**src/rtl/apb_i2c_fifo.sv**
```systemverilog
// First-word-fall-through FIFO between the APB bridge and the I2C core.
// Provides occupancy, an almost-full threshold and sticky overflow/underflow flags.
module apb_i2c_fifo #(
    parameter int DWIDTH   = 32,
    parameter int AWIDTH   = 4,
    parameter int AF_LEVEL = 12
) (
    input  logic              PCLK,
    input  logic              PRESETn,
    input  logic              WR_EN,
    input  logic [DWIDTH-1:0] WR_DATA,
    input  logic              RD_EN,
    output logic [DWIDTH-1:0] RD_DATA,
    output logic              EMPTY,
    output logic              FULL,
    output logic              ALMOST_FULL,
    output logic [AWIDTH:0]   LEVEL,
    input  logic              CLR_ERR,
    output logic              OVERFLOW,
    output logic              UNDERFLOW,
    output logic              ERROR
);
    localparam int              DEPTH     = 1 << AWIDTH;
    localparam logic [AWIDTH:0] PTR_ONE   = 1;
    localparam logic [AWIDTH:0] LVL_FULL  = DEPTH[AWIDTH:0];
    localparam logic [AWIDTH:0] LVL_AF    = AF_LEVEL[AWIDTH:0];

    logic [DWIDTH-1:0] r_mem [DEPTH];
    logic [AWIDTH:0]   r_wptr;
    logic [AWIDTH:0]   r_rptr;
    logic              r_ovf;
    logic              r_udf;

    logic [AWIDTH:0]   w_level;
    logic              w_empty;
    logic              w_full;
    logic              w_pop;
    logic              w_push;
    logic              w_ovf_set;
    logic              w_udf_set;

    // Extra wrap bit makes the modular difference span 0..DEPTH.
    assign w_level   = r_wptr - r_rptr;
    assign w_empty   = (w_level == '0);
    assign w_full    = (w_level == LVL_FULL);
    assign w_pop     = RD_EN && !w_empty;
    assign w_push    = WR_EN && (!w_full || w_pop);
    assign w_ovf_set = WR_EN && !w_push;
    assign w_udf_set = RD_EN && w_empty;

    always_ff @(posedge PCLK) begin
        if (w_push) begin
            r_mem[r_wptr[AWIDTH-1:0]] <= WR_DATA;
        end
    end

    always_ff @(posedge PCLK or negedge PRESETn) begin
        if (!PRESETn) begin
            r_wptr <= '0;
            r_rptr <= '0;
            r_ovf  <= 1'b0;
            r_udf  <= 1'b0;
        end else begin
            if (w_push) begin
                r_wptr <= r_wptr + PTR_ONE;
            end
            if (w_pop) begin
                r_rptr <= r_rptr + PTR_ONE;
            end
            // A fresh error in the clearing cycle takes priority over the clear.
            r_ovf <= w_ovf_set || (r_ovf && !CLR_ERR);
            r_udf <= w_udf_set || (r_udf && !CLR_ERR);
        end
    end

    assign RD_DATA     = w_empty ? '0 : r_mem[r_rptr[AWIDTH-1:0]];
    assign EMPTY       = w_empty;
    assign FULL        = w_full;
    assign ALMOST_FULL = (w_level >= LVL_AF);
    assign LEVEL       = w_level;
    assign OVERFLOW    = r_ovf;
    assign UNDERFLOW   = r_udf;
    assign ERROR       = r_ovf || r_udf;
endmodule

```
**config.mk**
```make
export PLATFORM = sky130hd
export DESIGN_NAME = apb_i2c_fifo
export DESIGN_NICKNAME = d
export VERILOG_FILES = /design/src/rtl/apb_i2c_fifo.sv
export SDC_FILE = /design/constraint.sdc
export NUM_CORES = 1
export LEC_CHECK = 0
export ABC_AREA = 1
export BUFFER_PORTS_ARGS = -buffer_cell sky130_fd_sc_hd__buf_2
export CAP_MARGIN = 10
export CORE_ASPECT_RATIO = 1.5
export CORE_UTILIZATION = 58
export CTS_BUF_LIST = sky130_fd_sc_hd__clkbuf_2 sky130_fd_sc_hd__clkbuf_4 sky130_fd_sc_hd__clkbuf_8
export DETAILED_ROUTE_END_ITERATION = 12
export PLACE_DENSITY = 0.78
export SKIP_LAST_GASP = 1
export SLEW_MARGIN = 20
export SYNTH_ARGS = -nofsm -noshare
export SYNTH_HDL_FRONTEND = slang
export SYNTH_SLANG_ARGS = --single-unit
```
**constraint.sdc**
```tcl
create_clock -name PCLK -period 3.6 [get_ports PCLK]
set_clock_uncertainty 0.2 [all_clocks]
set_input_delay 0.36 -clock PCLK [delete_from_list [all_inputs] [get_ports PCLK]]
set_output_delay 0.36 -clock PCLK [all_outputs]
set_load 0.005 [all_outputs]
```
== Word-level counts from Yosys, hierarchy flattened ==
Memories as Yosys holds them, arrays and structs flattened.
Cells that the tools add are included.

* Input port bits: 37
* Memory bits (writable): 512
* Bits in read-only memories: 0
* Bits in registers: 12
* Word-level logic and storage cells: 28
* Output and inout port bits: 43
* Bits in latches: 0
* Memories: 1

{| class="wikitable"
|+ Memories
! name !! words !! bits a word !! read ports !! clocked after memory_dff !! write ports !! RTL line !! source
|-
| r_mem || 16 || 32 || 1 || 0 || 1 || 28 || <nowiki>logic [DWIDTH-1:0] r_mem [DEPTH];</nowiki>
|}

* Divide/modulo/power cells: 0
* Eq/ne operators: 1
* Multiply operators: 0
* Reductions and logical operators: 15
* Add/subtract/negate cells: 3
* Bitwise gates (word level): 0
* Multiplexer cells: 3
* Shifts and indexed selects: 0
* Order comparisons: 1

{| class="wikitable"
|+ Operators by type and width
! operator !! count
|-
| 32-bit two-way mux || 1
|-
| 5-bit by 1-bit adder with 5-bit output (second input constant) || 2
|-
| 1-bit logical AND || 6
|-
| 5-bit == test (second input constant) || 1
|-
| 5-bit by 4-bit >= comparator with 1-bit output (second input constant) || 1
|-
| 5-bit zero test || 1
|-
| 5-bit subtractor || 1
|-
| 1-bit zero test || 4
|-
| 1-bit logical OR || 4
|-
| 1-bit two-way mux || 2
|}

== Depth between registers and ports, before layout ==
* Word-level depth: 9
* Mapped depth: 15
* Depth with buffers taken out: 13

== Least setup slack after synthesis ==
No wires, ideal clock.

* Path kind: reg2reg
* From: reg r_rptr[1]
* To: mem r_mem[10][0], enable pin
* Stages on the path, launching flop included: 12
* Arrival time: 3.381 ns
* Setup time: 0.421 ns
* Slack: -0.402 ns
* Data required time: 2.979 ns
* Clock period less this slack: 4.002 ns
* Path buffers: 4
* Cells stage by stage: dfrtp_1 -> buf_2 -> inv_2 -> buf_4 -> buf_2 -> fa_1 -> xor2_1 -> nor2_2 -> nand4_4 -> nand2_4 -> buf_4 -> nor2_1

* Word-level cells in the longest chain between the ends: 8
* Elaborated cells between the ends (all ways): 10
* Classes of those cells: 1 x add/sub; 1 x eq/ne; 2 x mux; 6 x reduce/logical

{| class="wikitable"
|+ RTL lines
! item !! RTL line !! source
|-
| from (decl) || 30 || <nowiki>logic [AWIDTH:0] r_rptr;</nowiki>
|-
| from (signal assigned) || 68 || <nowiki>r_rptr <= r_rptr + PTR_ONE;</nowiki>
|-
| 5-bit subtractor * || 43 || <nowiki>assign w_level = r_wptr - r_rptr;</nowiki>
|-
| net LEVEL[2] || 17 || <nowiki>output logic [AWIDTH:0] LEVEL,</nowiki>
|-
| 5-bit zero test || 44 || <nowiki>assign w_empty = (w_level == '0);</nowiki>
|-
| 1-bit zero test || 46 || <nowiki>assign w_pop = RD_EN && !w_empty;</nowiki>
|-
| 1-bit logical AND || 46 ||
|-
| 1-bit logical OR * || 47 || <nowiki>assign w_push = WR_EN && (!w_full || w_pop);</nowiki>
|-
| 1-bit logical AND * || 47 ||
|-
| 1-bit two-way mux * || 52 || <nowiki>if (w_push) begin</nowiki>
|-
| 1-bit two-way mux (not written as such) * || 53 || <nowiki>r_mem[r_wptr[AWIDTH-1:0]] <= WR_DATA;</nowiki>
|-
| to (decl) || 28 ||
|}

Mark *: on every way through the listed nets, which the timed path passes. The rest lies on a longest branch.

== Worst setup path in the final report ==
* From: reg r_rptr[0]
* To: out RD_DATA[2]

* Word-level cells in the longest chain between the ends: 3
* Elaborated cells between the ends (all ways): 4
* Classes of those cells: 1 x add/sub; 1 x mux; 1 x reduce/logical; 1 x memory

{| class="wikitable"
|+ RTL lines
! item !! RTL line !! source
|-
| 5-bit subtractor || 43 ||
|-
| 5-bit zero test || 44 ||
|-
| 32-bit two-way mux * || 76 || <nowiki>assign RD_DATA = w_empty ? '0 : r_mem[r_rptr[AWIDTH-1:0]];</nowiki>
|-
| to (decl) || 13 || <nowiki>output logic [DWIDTH-1:0] RD_DATA,</nowiki>
|}

Every way passes the cells marked *; elsewhere a longest branch is shown, timed or not.

==> results.md <==
- Fillers: 2415
- Syn Nets: about 1700
- ANT nets after route: 0
- Starting Density: 0.591
- Area growth syn-to-layout: 14.9%
- Yosys top cell area share: 0.722
- Row cnt: 85
- Detailed Route WL: 53.4 mm
- Clk slew on worst S/H paths: 0.07 ns
- Worst Hold Launch: CLR_ERR
- Die area: about 38000 um2
- Reg2Reg Depth: 12
- Worst vdd ir: around 0.94 mV
- Sequential area share after synthesis: 0.736
- CP cell instances: ha_4, inv_2, fa_1, or2_1, nor2_2, nand2_2, nor2_4, buf_6, clkbuf_16, nor2_1, buf_2
- Max H-tree Level: 3
- Slack of the critical path: approximately 0.030 ns
- Cell Pwr Density: approximately 820 nW/um2
- Proportion of layout cells with a drive suffix above 1: 0.151
- Avg Cell Area, Syn: about 13 um2
- Clk Latency, worst-skew pair: between 0.6 and 0.7 ns
- WL per Instance: 22.6 um
- Maximum fanout along the worst path: 6
- Fin crit period: 3.57 ns
- Synth async-reset ratio: 0.0229
- Gate Count Post-Synth: about 1700
- DP Worst Slack: about 0.054 ns
- Worst path slowest cell: dfrtp_4
- Hpwl dp: 28.3 mm
- Yosys top cell by area: edfxtp_1
- Worst path max stage delay: roughly 0.53 ns
- Status: complete, no violations
- Global-route wire length before repair: slightly below 80 mm
- Static Leak: 8.81 nW
- MaxCap Viol Count: 0
- Fin Setup TNS: 0 ns
- Worst Path Arrival: 3.01 ns
- CTS Buf Count: 74
- CTS tree: done
- Die Ht: 237 um
- Period Utilization, post-route: 0.992
- Top-count cell post-synth: edfxtp_1
- Die width: approximately 160 um
- Fin util: 0.679
- Grt ovf: 0
- Largest net degree at the start of global routing: 260
- Root Driver: clkbuf_8
- CTS sink count: roughly 520
- Final hold slack: about 0.26 ns
- # diodes: 0
- CP delay by family, top: simple AND/OR/NAND/NOR gates
- Yosys cell types: 30
- Slew headroom: 0.460
- Worst min-delay path class: in -> reg
- Vias in the first global route: around 14000
- Cell area after synthesis: around 21000 um2
- Endpoint class of the critical path: output pin
- I/O Buffers: 79
- Core area: approximately 36000 um2
- Synth top area cells: edfxtp_1 (72%), nand2_1 (8.5%), nand3_1 (6.1%), a21oi_1 (3.0%), a22o_1 (2.5%)
- Post-synth EDFFs: approximately 510
- Max Fclk: between 0.2 and 0.3 GHz
- Slew @ Worst Pin: a little over 0.8 ns
- Gr usage total: 0.279
- Count of warnings emitted by yosys: 0
- WP buf/inv: 4
- WS Path Type: reg -> out
- Maximum buffer depth of the clock tree: 3
- I/O pins: 80
- Ys flop type: edfxtp_1
- DRT iter0 DRCs: roughly 1900
- Startpoint Class: flop
- Hold Fails Final Rpt: 0
- Final setup fails: 0
- Top cells by count, synth: edfxtp_1 (512), nand2_1 (485), nand3_1 (261)
- #FFs+latches synth: approximately 520
- First-pass iteration count of the detailed router: 5
- Gpl congestion: approximately 0.88
- Pins Over Slew Limit: 0
- Antenna violations before repair: 0
- RR Endpoint: r_mem[2][1]
- RSZ-0062 raised after global routing: yes
- Endpoint, Worst Hold: OVERFLOW
- R2R setup slack: around 0.24 ns
- Remaining DRCs: 0
- CP Data Required Time: ~3.0 ns
- Final nets: approximately 1900
- Drt via density: between 6 and 7
- Via count: 14400
- Hold Path Depth: 3
- RR Startpoint: r_wptr[0]
[worst register-to-register path, cell delays in order, from the launching register on]
cell	delay (ns)
dfrtp_1	0.39
inv_2	0.12
ha_4	0.15
inv_2	0.04
fa_1	0.42
xor2_1	0.28
nor2_2	0.08
buf_4	0.15
nand4_4	0.13
nand2_4	0.11
buf_4	0.22
nor2_4	0.46
buf_12	0.27
[placed cells by master (no fill, tap or decap), types with 3 or more instances in the layout]
| cell | Yosys | routed |
|---|---|---|
| bufinv_16 | 0 | 3 |
| clkinvlp_4 | 0 | 4 |
| nand2_1 | 485 | 485 |
| a21oi_1 | 127 | 127 |
| buf_4 | 22 | 22 |
| dfrtp_1 | 12 | 9 |
| o21ai_0 | 9 | 9 |
| buf_16 | 0 | 7 |
| buf_6 | 7 | 4 |
| xnor2_1 | 3 | 3 |
| clkbuf_8 | 0 | 76 |
| clkbuf_4 | 0 | 21 |
| nor2_1 | 64 | 41 |
| a22o_1 | 62 | 62 |
| edfxtp_1 | 512 | 512 |
| clkbuf_16 | 0 | 3 |
| inv_1 | 16 | 14 |
| nand3_1 | 261 | 261 |
| clkinv_2 | 0 | 4 |
| dlygate4sd3_1 | 0 | 39 |
| nand2_2 | 6 | 6 |
| buf_2 | 57 | 77 |
| inv_6 | 0 | 4 |
| nor2_4 | 1 | 24 |
| xor2_1 | 6 | 6 |
| clkinv_1 | 1 | 20 |
| nor2_2 | 2 | 4 |
| buf_12 | 0 | 14 |
| ha_1 | 9 | 8 |
| inv_2 | 2 | 3 |
[worst max-delay path by stage]
| stage | startpoint | to | slack (ns) | cells after the start |
|---|---|---|---|---|
| 6_report | r_rptr[0] | RD_DATA[2] | 0.03 | 11 |
| 5_1_grt | r_rptr[0] | RD_DATA[22] | -0.05 | 11 |
| 4_1_cts | r_rptr[0] | RD_DATA[30] | -0.01 | 10 |
| 3_5_place_dp | r_wptr[0] | r_mem[8][12] | 0.05 | 10 |
| 3_3_place_gp | r_wptr[0] | r_mem[9][23] | 0.12 | 12 |
| 2_1_floorplan | r_rptr[1] | r_mem[10][0] | -0.40 | 11 |
[cell families (layout without fill, tap and decap cells)]
| group | after synthesis | count (layout) | share of synthesized area |
|---|---|---|---|
| compound gates | 203 | 203 | 0.0589 |
| fa+ha+maj | 10 | 10 | 0.00623 |
| flops | 524 | 524 | 0.736 |
| buf+inv | 127 | 316 | 0.0322 |
| xor+xnor | 9 | 9 | 0.00370 |
| simple gates | 823 | 825 | 0.163 |
[report_power, final]
part           internal [mW]  switching [mW]
Sequential              7.29           0.193
Combinational           2.73            5.20
Clock                   2.40            2.17
[area by class of cell]
class,instances,area (um2),share of cell area
clock buffers,97,1200,0.0492
clock inverters,33,238,0.00971
inverters,20,82.6,0.00337
multi-input cells,1047,5140,0.210
flip-flops and latches,524,15700,0.641
well taps,478,598,0.0244
repair buffers,166,1530,0.0627
[routing by layer]
layer	GRT usage	part of all wire	up-vias
li1	-	-	6369
met1	0.376	0.36	7039
met2	0.457	0.50	864
met3	0.0476	0.10	118
met4	0.105	0.036	0
met5	0	0	-
[per-stage QoR]
| stage | std cells | area, um2 | power, mW |
|---|---|---|---|
| 2_1_floorplan | 1696 | 21300 | 12.4 |
| 3_3_place_gp | 2176 | 22200 | 14.6 |
| 3_5_place_dp | 2177 | 22200 | 14.8 |
| 4_1_cts | 2349 | 24100 | 19.5 |
| 5_1_grt | 2365 | 24500 | 21.0 |
| 6_report | 2365 | 24500 | 20.0 |
[repair_timing]
| action | in CTS | in global routing |
|---|---|---|
| hold endpoints to repair | 536 | 0 |
| setup buffers | 2 | 3 |
| endpoints found under the setup margin | 32 | 97 |
| pin swaps | 1 | 9 |
| resized for setup | 8 | 21 |
| hold buffers | 39 | 0 |
| gates cloned | 1 | 5 |
[flip-flops by register name, summed over array words and instances (netlist names)]
register   count
UNDERFLOW      1
OVERFLOW       1
r_wptr         5
r_rptr         5
r_mem        512
Power figures use the tool's default switching activity.
